===== src/rtl/s2p_frame_ctrl.sv =====
// Frame alignment and shift-register control for the 4-lane serial-to-parallel converter.
// Shadows lane 0, hunts for the sync byte, confirms it, and issues aligned word strobes once locked.
module s2p_frame_ctrl #(
  parameter logic [7:0]  SYNC_BYTE = 8'hBC,
  parameter int unsigned FRAME_LEN = 4,
  parameter int unsigned LOCK_CNT  = 3,
  parameter int unsigned LOSS_CNT  = 2
) (
  input  logic       CLK,
  input  logic       RESET,
  input  logic       START,
  input  logic [1:0] CFG_MODO,
  input  logic       CFG_DIR,
  input  logic       S_IN0,
  output logic       OUT_ENB,
  output logic [1:0] OUT_MODO,
  output logic       OUT_DIR,
  output logic       WORD_STB,
  output logic [2:0] BIT_CNT,
  output logic       LOCKED,
  output logic       SYNC_ERR
);

  localparam int unsigned WC_W = (FRAME_LEN > 1) ? $clog2(FRAME_LEN) : 1;
  localparam int unsigned GD_W = $clog2(LOCK_CNT + 1);
  localparam int unsigned MS_W = $clog2(LOSS_CNT + 1);
  localparam logic [WC_W-1:0] WC_LAST = WC_W'(FRAME_LEN - 1);
  localparam logic [GD_W-1:0] GD_MAX  = GD_W'(LOCK_CNT);
  localparam logic [MS_W-1:0] MS_MAX  = MS_W'(LOSS_CNT);

  typedef enum logic [1:0] {ST_IDLE, ST_HUNT, ST_CONFIRM, ST_LOCK} state_t;

  state_t          state_q, state_d;
  logic [7:0]      shadow_q, shadow_d;
  logic [2:0]      bit_q, bit_d;
  logic [WC_W-1:0] word_q, word_d;
  logic [GD_W-1:0] good_q, good_d;
  logic [MS_W-1:0] miss_q, miss_d;
  logic [1:0]      modo_q, modo_d;
  logic            dir_q, dir_d;

  logic            match, boundary, sync_pos, sync_err;
  logic [GD_W-1:0] good_inc;
  logic [MS_W-1:0] miss_inc;

  assign match    = (shadow_q == SYNC_BYTE);
  assign boundary = (bit_q == 3'd0);
  assign sync_pos = boundary && (word_q == '0);
  assign good_inc = good_q + 1'b1;
  assign miss_inc = miss_q + 1'b1;

  always_ff @(posedge CLK) begin
    if (RESET) begin
      state_q  <= ST_IDLE;
      shadow_q <= '0;
      bit_q    <= '0;
      word_q   <= '0;
      good_q   <= '0;
      miss_q   <= '0;
      modo_q   <= '0;
      dir_q    <= 1'b0;
    end else begin
      state_q  <= state_d;
      shadow_q <= shadow_d;
      bit_q    <= bit_d;
      word_q   <= word_d;
      good_q   <= good_d;
      miss_q   <= miss_d;
      modo_q   <= modo_d;
      dir_q    <= dir_d;
    end
  end

  always_comb begin
    state_d  = state_q;
    shadow_d = shadow_q;
    bit_d    = bit_q;
    word_d   = word_q;
    good_d   = good_q;
    miss_d   = miss_q;
    modo_d   = modo_q;
    dir_d    = dir_q;
    sync_err = 1'b0;

    // Shadow mirrors the lane 0 register, so it must shift the same way.
    if (state_q != ST_IDLE) begin
      shadow_d = dir_q ? {S_IN0, shadow_q[7:1]} : {shadow_q[6:0], S_IN0};
      bit_d    = bit_q + 3'd1;
    end

    if ((state_q == ST_CONFIRM || state_q == ST_LOCK) && boundary) begin
      word_d = (word_q == WC_LAST) ? '0 : word_q + 1'b1;
    end

    case (state_q)
      ST_IDLE: begin
        if (START) begin
          modo_d  = CFG_MODO;
          dir_d   = CFG_DIR;
          state_d = ST_HUNT;
        end
      end
      ST_HUNT: begin
        if (match) begin
          bit_d   = 3'd1;
          word_d  = WC_W'(1);
          good_d  = GD_W'(1);
          state_d = ST_CONFIRM;
        end
      end
      ST_CONFIRM: begin
        // A rejected candidate keeps its bit phase; HUNT simply keeps searching.
        if (sync_pos) begin
          if (match) begin
            good_d = good_inc;
            if (good_inc >= GD_MAX) begin
              good_d  = GD_MAX;
              miss_d  = '0;
              state_d = ST_LOCK;
            end
          end else begin
            state_d = ST_HUNT;
          end
        end
      end
      ST_LOCK: begin
        if (sync_pos) begin
          if (match) begin
            miss_d = '0;
          end else begin
            sync_err = 1'b1;
            miss_d   = miss_inc;
            if (miss_inc >= MS_MAX) begin
              miss_d  = MS_MAX;
              state_d = ST_HUNT;
            end
          end
        end
      end
      default: state_d = ST_IDLE;
    endcase

    if (!START) begin
      state_d  = ST_IDLE;
      shadow_d = '0;
      bit_d    = '0;
      word_d   = '0;
      good_d   = '0;
      miss_d   = '0;
    end
  end

  assign OUT_ENB  = (state_q != ST_IDLE);
  assign OUT_MODO = (state_q != ST_IDLE) ? modo_q : 2'b00;
  assign OUT_DIR  = (state_q != ST_IDLE) ? dir_q : 1'b0;
  assign LOCKED   = (state_q == ST_LOCK);
  assign WORD_STB = (state_q == ST_LOCK) && boundary;
  assign BIT_CNT  = bit_q;
  assign SYNC_ERR = sync_err;

endmodule


===== config.mk =====
export PLATFORM = sky130hd
export DESIGN_NAME = s2p_frame_ctrl
export DESIGN_NICKNAME = d
export VERILOG_FILES = /design/src/rtl/s2p_frame_ctrl.sv
export SDC_FILE = /design/constraint.sdc
export NUM_CORES = 1
export LEC_CHECK = 0
export ABC_AREA = 1
export ABC_CLOCK_PERIOD_IN_PS = 2350
export BUFFER_PORTS_ARGS = -buffer_cell sky130_fd_sc_hd__buf_2
export CELL_PAD_IN_SITES_DETAIL_PLACEMENT = 0
export CELL_PAD_IN_SITES_GLOBAL_PLACEMENT = 2
export CORE_ASPECT_RATIO = 1.75
export CORE_MARGIN = 2
export CORE_UTILIZATION = 28
export CTS_CLUSTER_SIZE = 14
export DETAILED_ROUTE_END_ITERATION = 12
export GPL_ROUTABILITY_DRIVEN = 0
export GPL_TIMING_DRIVEN = 0
export PLACE_DENSITY = 0.79
export SLEW_MARGIN = 20
export SYNTH_ARGS = -nofsm -noshare
export SYNTH_HDL_FRONTEND = slang
export SYNTH_SLANG_ARGS = --single-unit

===== constraint.sdc =====
create_clock -name CLK -period 2.35 [get_ports CLK]
set_input_delay 0 -clock CLK [delete_from_list [all_inputs] [get_ports CLK]]
set_output_delay 0 -clock CLK [all_outputs]
set_load 0.05 [all_outputs]

---- Word-level counts from Yosys, hierarchy flattened ----
Index checks and enable logic that the tools add are counted.
operators by class
  $add $sub $neg .......................... 4
  magnitude comparators ................... 2
  eq/ne operators ......................... 13
  muxes and demuxes ....................... 33
  bitwise logic cells ..................... 1
  reductions and logical operators ........ 15
operators by type and width
  kind                                                                      number
  2-bit 2-to-1 mux                                                          22
  3-bit 2-to-1 mux                                                          3
  8-bit equality test (second input constant)                               1
  8-bit 2-to-1 mux                                                          1
  2-bit inequality test (second input constant)                             4
  2-bit one-hot mux with 2 select lines                                     2
  2-bit one-hot mux with 4 select lines                                     1
  2-bit by 1-bit adder with 2-bit output (second input constant)            3
  2-bit equality test (second input constant)                               3
  2-bit by 1-bit inequality test with 1-bit output (second input constant)  3
  6-bit AND reduction                                                       1
  2-bit nonzero test                                                        3
  5-bit AND reduction                                                       1
  2-bit >= comparator (second input constant)                               2
  2-bit logical NOT                                                         2
  1-bit 2-to-1 mux                                                          4
  4-bit AND reduction                                                       1
  3-bit by 1-bit adder with 3-bit output (second input constant)            1
  1-bit logical AND                                                         3
  3-bit logical NOT                                                         1
  3-bit by 2-bit inequality test with 1-bit output (second input constant)  1
  2-bit by 1-bit equality test with 1-bit output (second input constant)    1
  2-bit AND reduction                                                       1
  2-bit OR reduction                                                        1
  2 further kinds                                                           2
word-level totals
  bits in registers ....................... 22
  input bits .............................. 7
  output and inout port bits .............. 10
  word-level logic and storage cells ...... 76

---- Logic depth before layout (Yosys ltp) ----
Gate-level depths: netlist (run 1).
  word-level depth ........................ 6
  mapped depth ............................ 10
  depth with buffers taken out ............ 10

---- Worst setup path before layout (run 1) ----
OpenSTA, ideal clock, no wires.
  path kind ............................... register to output
  start point ............................. register state_q[0]
  end point ............................... output port WORD_STB
  data arrival time ....................... 1.731 ns
  data required time ...................... 2.350 ns
  path slack .............................. 0.619 ns
  cell stages (with the launch flop) ...... 4
  buffers on the path ..................... 0
  cell sequence ........................... dfxtp_1 > ha_1 > inv_1 > nor2_1
between the ends
  longest elaborated chain between the ends .. 2
ends and longest elaborated chain
  what                    line  source
  from (decl)             33    state_t state_q, state_d;
  from (signal assigned)  63    state_q <= state_d;
  2-bit equality test     --
  named net LOCKED        20    output logic LOCKED,
  1-bit logical AND       157   assign WORD_STB = (state_q == ST_LOCK) && boundary;
  to (decl)               18    output logic WORD_STB,
The timed path passes the listed nets, and every way through them passes these cells.

---- Final worst setup path (run 1) ----
  start point ............................. register state_q[0]
  end point ............................... output port OUT_DIR
between the ends
  longest elaborated chain between the ends .. 2
ends and longest elaborated chain
  what                line  source
  2-bit nonzero test  155   assign OUT_DIR = (state_q != ST_IDLE) ? dir_q : 1'b0;
  1-bit 2-to-1 mux    155
  to (decl)           17    output logic OUT_DIR,
Every way passes these cells.

==> flow_summary.ini, run 1 <==
[status]
run_status = completed

[critical_path]
slowest_delay_ns = 0.39
cp.arrival_ns = 1.70
crit_required_ns = 2.35
cp_max_fo = 10
path_cells = inv_1 -> ha_1 -> clkbuf_1 -> nor2_1 -> buf_2
worst-setup-path-type = register to output port
endpoint_kind = output port
critPathLaunchType = register
slowest_stage = dfxtp_1

[sta]
fin_skew_ns = 0.00243
setup_tns_ns = 0
slew_violations = 0
fmax_ghz = 0.589
finalCriticalPeriod_ns = 1.70
worstMarginPinSlew_ns = 0.466
slew_headroom = 0.690
finalHoldViolCount = 0
setup_viol = 0
rsz0062_at_grt = no
period_share = 0.723

[logic_synthesis]
synth.net_count = 207
syn_inst = 190
synth_seq_cells = 22
syn_area_per_cell_sq_um = 6.81
synth-seq-area-share = 0.340
netlist_area_sq_um = 1290
ys_types = 23
synth_warnings = 0

[routing]
antenna_left = 0
first_pass_iters = 4
routed_via_density = 4.50
drc = 0
drt-total-wl_mm = 2.90
wl_per_cell_microns = 11.1
drtIter0Drc = 17
vias = 1179

[power_and_ir_drop]
vdd_ir_drop_max_mv = 0.326
leakagePower_nw = 0.698
p_per_area_nw_per_um2 = 541

[finish]
finish.instance_area_sq_um = 1500
nNetsFinal = 229
drive_above_1_share = 0.171
fin_util = 0.338
num-fill-cells = 504
area_growth_pct = 16.2
final-instance-count-excl-fill = 262
antennaDiodeCount = 0

[global_route]
grt_overflow = 0
grt_pass1_wl_mm = 5.04
grt_max_degree = 13
first_global_vias = 1145
grt_usage = 0.124
antenna_found_initial = 0

[clock_tree]
clock_latency_ns = 0.27
cts_made_buffers = 3
cts.sinks = 22
cts.clk_slew.worst_paths_ns = 0.08
htreeDepth = 1
clockRootBuffer = clkbuf_8
post_cts_buffers = 0
cts_tree = done
clockBufferDepth = 2

[min_path]
hp-class = input port to register

[place]
placed_cells = 257
dp.final_hpwl_mm = 2.29
io_buffer_count = 16
dpl-instance-area_sq_um = 1440

[floorplan]
die_area_sq_um = 5200
die_w_microns = 55.4
pin_count = 17
start_util = 0.291
num_rows = 32
die_h_microns = 93.9
coreArea_sq_um = 4440

[job]
drv_cap = 0
[path summary, 6_finish.rpt]
check	slack [ns]	end	cells after the start	startpoint
setup / recovery	0.65	OUT_DIR	5	state_q[0]
hold / removal	0.003	modo_q[0]	3	CFG_MODO[0]
setup reg to reg	0.82	state_q[0]	9	BIT_CNT[0]
hold reg to reg	0.47	modo_q[0]	2	modo_q[0]
[cell families after synthesis]
| logic type | Yosys count | share of synthesized area |
|---|---|---|
| AOI/OAI and AO/OA | 38 | 0.161 |
| xor gates and xnor gates | 2 | 0.0135 |
| adders and majority gates | 10 | 0.0967 |
| buffers and inverters | 41 | 0.120 |
| DFF | 22 | 0.340 |
| and+or+nand+nor | 77 | 0.269 |
[final cells by class]
type / instances / area (sq um) / share of cell area
clock buffers: 4 / 55.1 / 0.0366
inverters: 37 / 139 / 0.0924
well taps: 51 / 63.8 / 0.0425
flip-flops and latches: 22 / 440 / 0.293
multi-input cells: 127 / 698 / 0.465
repair buffers: 17 / 90.1 / 0.0600
plain buffers: 4 / 16.3 / 0.0108
[cell usage after synthesis]
cell type  instances  area [sq um]
a31oi_1            3          18.8
clkbuf_1           3          11.3
nand2_4            1          11.3
buf_2              1          5.00
nand2_2            2          12.5
o21ai_0           14          70.1
inv_2              2          7.51
ha_1              10           125
nor2_2             5          31.3
nand3_2            2          20.0
a21oi_1           14          70.1
a21oi_2            1          8.76
nand2_1           38           143
dfxtp_1           22           440
xor2_1             2          17.5
nor2_4             1          11.3
a211oi_1           4          30.0
nand3b_1           1          7.51
o21ai_1            2          10.0
nor2_1            20          75.1
inv_1             35           131
nand3_1            6          30.0
or2_2              1          6.26
[routing by layer]
metal | routed length, microns | share of wire | global-route usage
met2 | 1610 | 0.56 | 0.248
met4 | 53 | 0.018 | 0.0610
met1 | 1190 | 0.41 | 0.118
met5 | 0 | 0 | 0
met3 | 42 | 0.014 | 0.0179
[metrics by stage]
stage,setup WS (ns),total power [mW],hold slack (ns)
3_3_place_gp,0.807,0.544,0.258
6_report,0.652,0.813,0.00263
2_1_floorplan,0.619,0.505,0.0785
5_1_grt,0.476,0.859,0.00230
4_1_cts,0.583,0.830,0.00209
3_5_place_dp,0.785,0.543,0.261
[repair_timing]
item,in CTS,in global routing
hold buffers,1,0
hold endpoints to repair,3,0
endpoints found under the setup margin,0,0
resized for setup,0,0
[placed cells by master (no fill, tap or decap)]
| master | instances |
|---|---|
| or2_2 | 1 |
| o21ai_0 | 14 |
| dfxtp_1 | 22 |
| nand3_2 | 2 |
| inv_2 | 2 |
| nor2_4 | 1 |
| nand2_4 | 1 |
| a211oi_1 | 4 |
| nand2_1 | 38 |
| a21oi_2 | 1 |
| dlygate4sd3_1 | 1 |
| buf_2 | 17 |
| ha_1 | 10 |
| nor2_1 | 20 |
| nand3_1 | 6 |
| o21ai_1 | 2 |
| clkbuf_1 | 3 |
| nand3b_1 | 1 |
| nor2_2 | 5 |
| xor2_1 | 2 |
| a31oi_1 | 3 |
| clkbuf_8 | 4 |
| inv_1 | 35 |
| a21oi_1 | 14 |
| nand2_2 | 2 |
[power breakdown]
group / switching [mW] / internal (mW)
Clock: 0.131 / 0.150
Sequential: 0.0113 / 0.388
Combinational: 0.0923 / 0.0412
[worst max-delay path, delay by kind of cell (launching register included)]
| kind | cells | cell delay [ns] |
|---|---|---|
| fa+ha+maj | 1 | 0.27 |
| simple gates | 1 | 0.15 |
| buf+inv | 3 | 0.62 |
| flops | 1 | 0.39 |
[sequential cells by signal (all words and copies together) (netlist names)]
register / cells
modo_q: 2
miss_q: 2
BIT_CNT: 3
good_q: 2
shadow_q: 8
state_q: 2
dir_q: 1
word_q: 2
(Power assumes the default switching activity.)
==> run 2, diff against run 1 <==
--- a/config.mk
+++ b/config.mk
@@ -5,8 +5,8 @@
 export SDC_FILE = /design/constraint.sdc
 export NUM_CORES = 1
 export LEC_CHECK = 0
-export ABC_AREA = 1
-export ABC_CLOCK_PERIOD_IN_PS = 2350
+export ABC_AREA = 0
+export ABC_CLOCK_PERIOD_IN_PS = 1700
 export BUFFER_PORTS_ARGS = -buffer_cell sky130_fd_sc_hd__buf_2
 export CELL_PAD_IN_SITES_DETAIL_PLACEMENT = 0
 export CELL_PAD_IN_SITES_GLOBAL_PLACEMENT = 2
@@ -17,7 +17,7 @@
 export DETAILED_ROUTE_END_ITERATION = 12
 export GPL_ROUTABILITY_DRIVEN = 0
 export GPL_TIMING_DRIVEN = 0
-export PLACE_DENSITY = 0.79
+export PLACE_DENSITY = 0.74
 export SLEW_MARGIN = 20
 export SYNTH_ARGS = -nofsm -noshare
 export SYNTH_HDL_FRONTEND = slang
==> constraint.sdc (replaced) <==
create_clock -name CLK -period 1.7 [get_ports CLK]
set_input_delay 0 -clock CLK [delete_from_list [all_inputs] [get_ports CLK]]
set_output_delay 0 -clock CLK [all_outputs]
set_load 0.05 [all_outputs]
==> flow_summary.ini, run 2 <==
[status]
run_status = complete, but fails checks
violations = hold timing

[floorplan]
die_area_sq_um = 5160
die_h_microns = 93.6
die_w_microns = 55.2
start_util = 0.291
coreArea_sq_um = 4400
pin_count = 17
num_rows = 32

[global_route]
grt_usage = 0.133
first_global_vias = 1108
use_met2 = 0.236
use_met1 = 0.155
grt.busiest_layer = met2
antenna_found_initial = 0
grtUsageMet3 = 0.0144
grt_max_degree = 13
grt_pass1_wl_mm = 5.09
grt_overflow = 0

[power_and_ir_drop]
p_per_area_nw_per_um2 = 650
seqPwrFrac = 0.505
vdd_ir_drop_max_mv = 0.548
leakagePower_nw = 0.607
power.total_mw = 1.05
power_frac_clock = 0.362
netSwitchingPower_mw = 0.260
swShare = 0.249
combPwrFrac = 0.133
p_int_mw = 0.786

[sta]
fin_skew_ns = 0.00353
worstMarginPinSlew_ns = 0.625
fin_hold_ws_ns = -0.00131
fmax_ghz = 0.599
setup_viol = 0
layout_setup_ws_ns = 0.0302
period_share = 0.982
rsz0062_at_grt = yes
finalHoldViolCount = 1
slew_headroom = 0.583
setup_tns_ns = 0
slew_violations = 0
finalCriticalPeriod_ns = 1.67

[min_path]
hp-class = input port to register
whs_path_depth = 3

[clock_tree]
cts_tree = done
clock_latency_ns = 0.26
cts.clk_slew.worst_paths_ns = 0.08
clockRootBuffer = clkbuf_8
htreeDepth = 1
cts_made_buffers = 3
cts.sinks = 22
clockBufferDepth = 2

[logic_synthesis]
synth_top_cell_by_area = dfxtp_1
netlist_area_sq_um = 1280
synth-edff-count = 0
synth-seq-area-share = 0.343
synth.net_count = 167
yosysMostFrequentCell = dfxtp_1
synth_seq_cells = 22
synth_warnings = 0
syn_inst = 150
syn_area_per_cell_sq_um = 8.56
synth_top_area_frac = 0.343
synth_common_cells = dfxtp_1, nor2_1, a21oi_1
synthArstFlopShare = 0
synth_flop_cell = dfxtp_1
synth_area_leaders = dfxtp_1, ha_1, mux2i_1, nor2_1, a21oi_1
ys_types = 35

[routing]
drc = 0
first_pass_iters = 4
antenna_left = 0
drt-total-wl_mm = 3.01
vias = 1138
drtIter0Drc = 16
wl_per_cell_microns = 13.2
routed_via_density = 4.99

[job]
drv_cap = 0

[critical_path]
endpoint_kind = register
rrSetupSlack_ns = 0.03
crit_required_ns = 1.88
reg2reg_depth = 5
cp.arrival_ns = 1.85
critPathLaunchType = register
cp_max_fo = 5
worst-setup-path-type = register to register

[place]
placed_cells = 217
dpl-instance-area_sq_um = 1430
dp.final_hpwl_mm = 2.34
io_buffer_count = 16
dp_slack_ns = -0.151

[finish]
final_cell_mix = nor2_1, a21oi_1, dfxtp_1
mostFrequentLayoutCell = nor2_1
final-instance-count-excl-fill = 228
drive_above_1_share = 0.282
largest_reg_flops = 8
antennaDiodeCount = 0
nNetsFinal = 195
area_growth_pct = 25.2
finish.instance_area_sq_um = 1610
regMostFlops = shadow_q
fin_util = 0.365
==> run 2: final cells by class <==
type,instances,area (sq um)
clock buffers,4,55.1
plain buffers,4,20.0
fillers,476,2800
inverters,10,37.5
flip-flops and latches,22,453
repair buffers,25,163
multi-input cells,112,816
well taps,51,63.8
==> run 2: worst paths after layout <==
check,startpoint,end
worst max register to register,shadow_q[0],state_q[0]
worst min-delay path,CFG_MODO[0],modo_q[0]
worst max-delay path,shadow_q[0],state_q[0]
worst min register to register,modo_q[0],modo_q[0]
==> run 2: kinds of logic after synthesis <==
family | count (synthesis) | share of synthesized area
compound gates | 28 | 0.150
xor+xnor | 2 | 0.0136
fa+ha+maj | 10 | 0.0975
buf+inv | 16 | 0.0497
flops | 22 | 0.343
mux | 12 | 0.0936
simple gates | 60 | 0.252
==> run 2: worst max-delay path: stages, from the launching register on <==
cell      delay, ns
dfxtp_4        0.37
or4b_4         0.59
o211ai_1       0.22
a222oi_1       0.10
buf_4          0.16
mux2i_1        0.15
==> run 2: metal layers <==
layer  wire (microns)  share of wire
met4               63          0.021
met2             1700           0.56
met1             1180           0.39
met5                0              0
met3               71          0.024
==> run 2: power groups by stage <==
stage / Clock, mW / Sequential [mW] / Combinational [mW]
floorplan: 0 / 0.544 / 0.0819
global placement: 0 / 0.541 / 0.118
detailed placement: 0 / 0.542 / 0.120
CTS: 0.390 / 0.529 / 0.130
global route: 0.413 / 0.529 / 0.153
finish: 0.379 / 0.528 / 0.139
==> run 2: what timing repair did <==
action	in CTS	in global routing
gates resized for setup	7	16
cloned	0	0
buffers inserted	3	5
endpoints found under the setup margin	16	9
pin swaps	3	5
hold buffers	2	0
endpoints found under the hold margin	3	0
==> run 3, diff against run 2 <==
--- a/config.mk
+++ b/config.mk
@@ -8,7 +8,7 @@
 export ABC_AREA = 0
 export ABC_CLOCK_PERIOD_IN_PS = 1700
 export BUFFER_PORTS_ARGS = -buffer_cell sky130_fd_sc_hd__buf_2
-export CELL_PAD_IN_SITES_DETAIL_PLACEMENT = 0
+export CELL_PAD_IN_SITES_DETAIL_PLACEMENT = 1
 export CELL_PAD_IN_SITES_GLOBAL_PLACEMENT = 2
 export CORE_ASPECT_RATIO = 1.75
 export CORE_MARGIN = 2
==> flow_summary.ini, run 3 (synthesized netlist as in run 2, its figures left out) <==
[power_and_ir_drop]
leakagePower_nw = 0.576
swShare = 0.251
seqPwrFrac = 0.508
combPwrFrac = 0.126
netSwitchingPower_mw = 0.262
power_frac_clock = 0.366
p_int_mw = 0.781
vdd_ir_drop_max_mv = 0.511
p_per_area_nw_per_um2 = 678

[sta]
setup_tns_ns = 0
finalCriticalPeriod_ns = 1.69
period_share = 0.994
slew_headroom = 0.561
fin_skew_ns = 0.00526
finalHoldViolCount = 0
worstMarginPinSlew_ns = 0.658
layout_setup_ws_ns = 0.0103
fmax_ghz = 0.592
setup_viol = 0
rsz0062_at_grt = yes
slew_violations = 0

[routing]
wl_per_cell_microns = 14.7
antenna_left = 0
routed_via_density = 5.05
first_pass_iters = 4
vias = 1127
drtIter0Drc = 10
drc = 0
drt-total-wl_mm = 3.28

[finish]
antennaDiodeCount = 0
area_growth_pct = 19.8
regMostFlops = shadow_q
finish.instance_area_sq_um = 1540
drive_above_1_share = 0.256
largest_reg_flops = 8
final-instance-count-excl-fill = 223
mostFrequentLayoutCell = nor2_1
num-fill-cells = 556
final_cell_mix = nor2_1, dfxtp_1, buf_2, a21oi_1, mux2i_1
nNetsFinal = 190

[min_path]
whs_path_depth = 3
hold_end = modo_q[1]
min-delay-start = CFG_MODO[1]
hp-class = input port to register

[global_route]
grt_max_degree = 13
grt_pass1_wl_mm = 5.56
use_met1 = 0.144
grt.busiest_layer = met2
grt_overflow = 0
use_met2 = 0.292
first_global_vias = 1210
antenna_found_initial = 0
grt_usage = 0.149
grtUsageMet3 = 0.0160

[clock_tree]
clockBufferDepth = 2
cts_made_buffers = 3
cts.clk_slew.worst_paths_ns = 0.08
clockRootBuffer = clkbuf_8
cts.sinks = 22
htreeDepth = 1
cts_tree = done
clock_latency_ns = 0.27

[floorplan]
num_rows = 32
coreArea_sq_um = 4400
die_h_microns = 93.6
pin_count = 17
die_w_microns = 55.2
die_area_sq_um = 5160
start_util = 0.291

[critical_path]
reg2reg_depth = 5
r2r_start = shadow_q[6]
slowest_delay_ns = 0.59
endpoint_kind = register
slowest_stage = or4b_4
path_delay_family = simple AND/OR/NAND/NOR gates
rrSetupSlack_ns = 0.01
crit_required_ns = 1.86
cp.arrival_ns = 1.84
cp_max_fo = 5
cp_num_buf_inv = 1
critPathLaunchType = register
r2r_end = state_q[1]
path_cells = or4b_4 -> o31ai_2 -> a222oi_1 -> buf_4 -> mux2i_1
worst-setup-path-type = register to register

[job]
drv_cap = 0

[place]
dp.final_hpwl_mm = 2.62
placed_cells = 217
io_buffer_count = 16
dpl-instance-area_sq_um = 1430
dp_slack_ns = -0.132

[status]
run_status = completed
[run 3: cell types whose count changed in the layout (fill, tap and decap cells not counted), moves of 2 or more]
| cell | change |
|---|---|
| ha_4 | -2 |
| buf_4 | -5 |
| inv_1 | -2 |
| inv_2 | +2 |
| buf_2 | +2 |
| dfxtp_1 | +2 |
| clkbuf_4 | -2 |
[run 3: worst max-delay path by stage]
stage	from	cells past startpoint	slack, ns	end
floorplan	state_q[0]	5	-0.02	OUT_DIR
global placement	state_q[0]	7	-0.08	shadow_q[2]
detailed placement	state_q[0]	7	-0.13	shadow_q[3]
CTS	state_q[1]	4	0.007	SYNC_ERR
global route	state_q[1]	5	-0.04	good_q[0]
finish	shadow_q[6]	5	0.01	state_q[1]
[run 3: final cells by class]
class,instances,area (sq um),share of cell area
Clock buffer,4,55.1,0.0358
Tap cell,51,63.8,0.0415
Buffer,4,17.5,0.0114
Inverter,10,37.5,0.0244
Timing Repair Buffer,20,123,0.0797
Multi-Input combinational cell,112,793,0.516
Sequential cell,22,448,0.291
[run 3: stage by stage]
step	hold slack (ns)	total power, mW	util
final	0.00104	1.04	0.349
after floorplan	0.0691	0.626	-
after CTS	0.00481	1.06	0.346
after global routing	0.0249	1.10	0.349
after detailed placement	0.237	0.664	0.325
after global placement	0.226	0.659	0.325
[run 3: power groups by stage]
stage | registers (mW) | logic, mW | clock network, mW
floorplan | 0.544 | 0.0819 | 0
global placement | 0.541 | 0.118 | 0
detailed placement | 0.542 | 0.122 | 0
CTS | 0.530 | 0.133 | 0.398
global route | 0.531 | 0.145 | 0.422
finish | 0.530 | 0.132 | 0.382
[run 3: timing repair]
| action | CTS | global route |
|---|---|---|
| gates resized for setup | 7 | 10 |
| hold buffers | 2 | 0 |
| gates cloned | 0 | 0 |
| endpoints found under the setup margin | 18 | 10 |
| setup buffers | 2 | 0 |
| pin swaps | 3 | 5 |
| hold endpoints to repair | 3 | 0 |
[run 3: tightest hold or removal path: stages]
cell,delay [ns]
buf_2,0.09
nand3_1,0.08
a21oi_1,0.06
[run 3: per-layer routing]
layer | up-vias | share of wire
met5 | - | 0
met4 | 0 | 0.019
met2 | 18 | 0.59
met1 | 546 | 0.36
li1 | 558 | -
met3 | 5 | 0.027
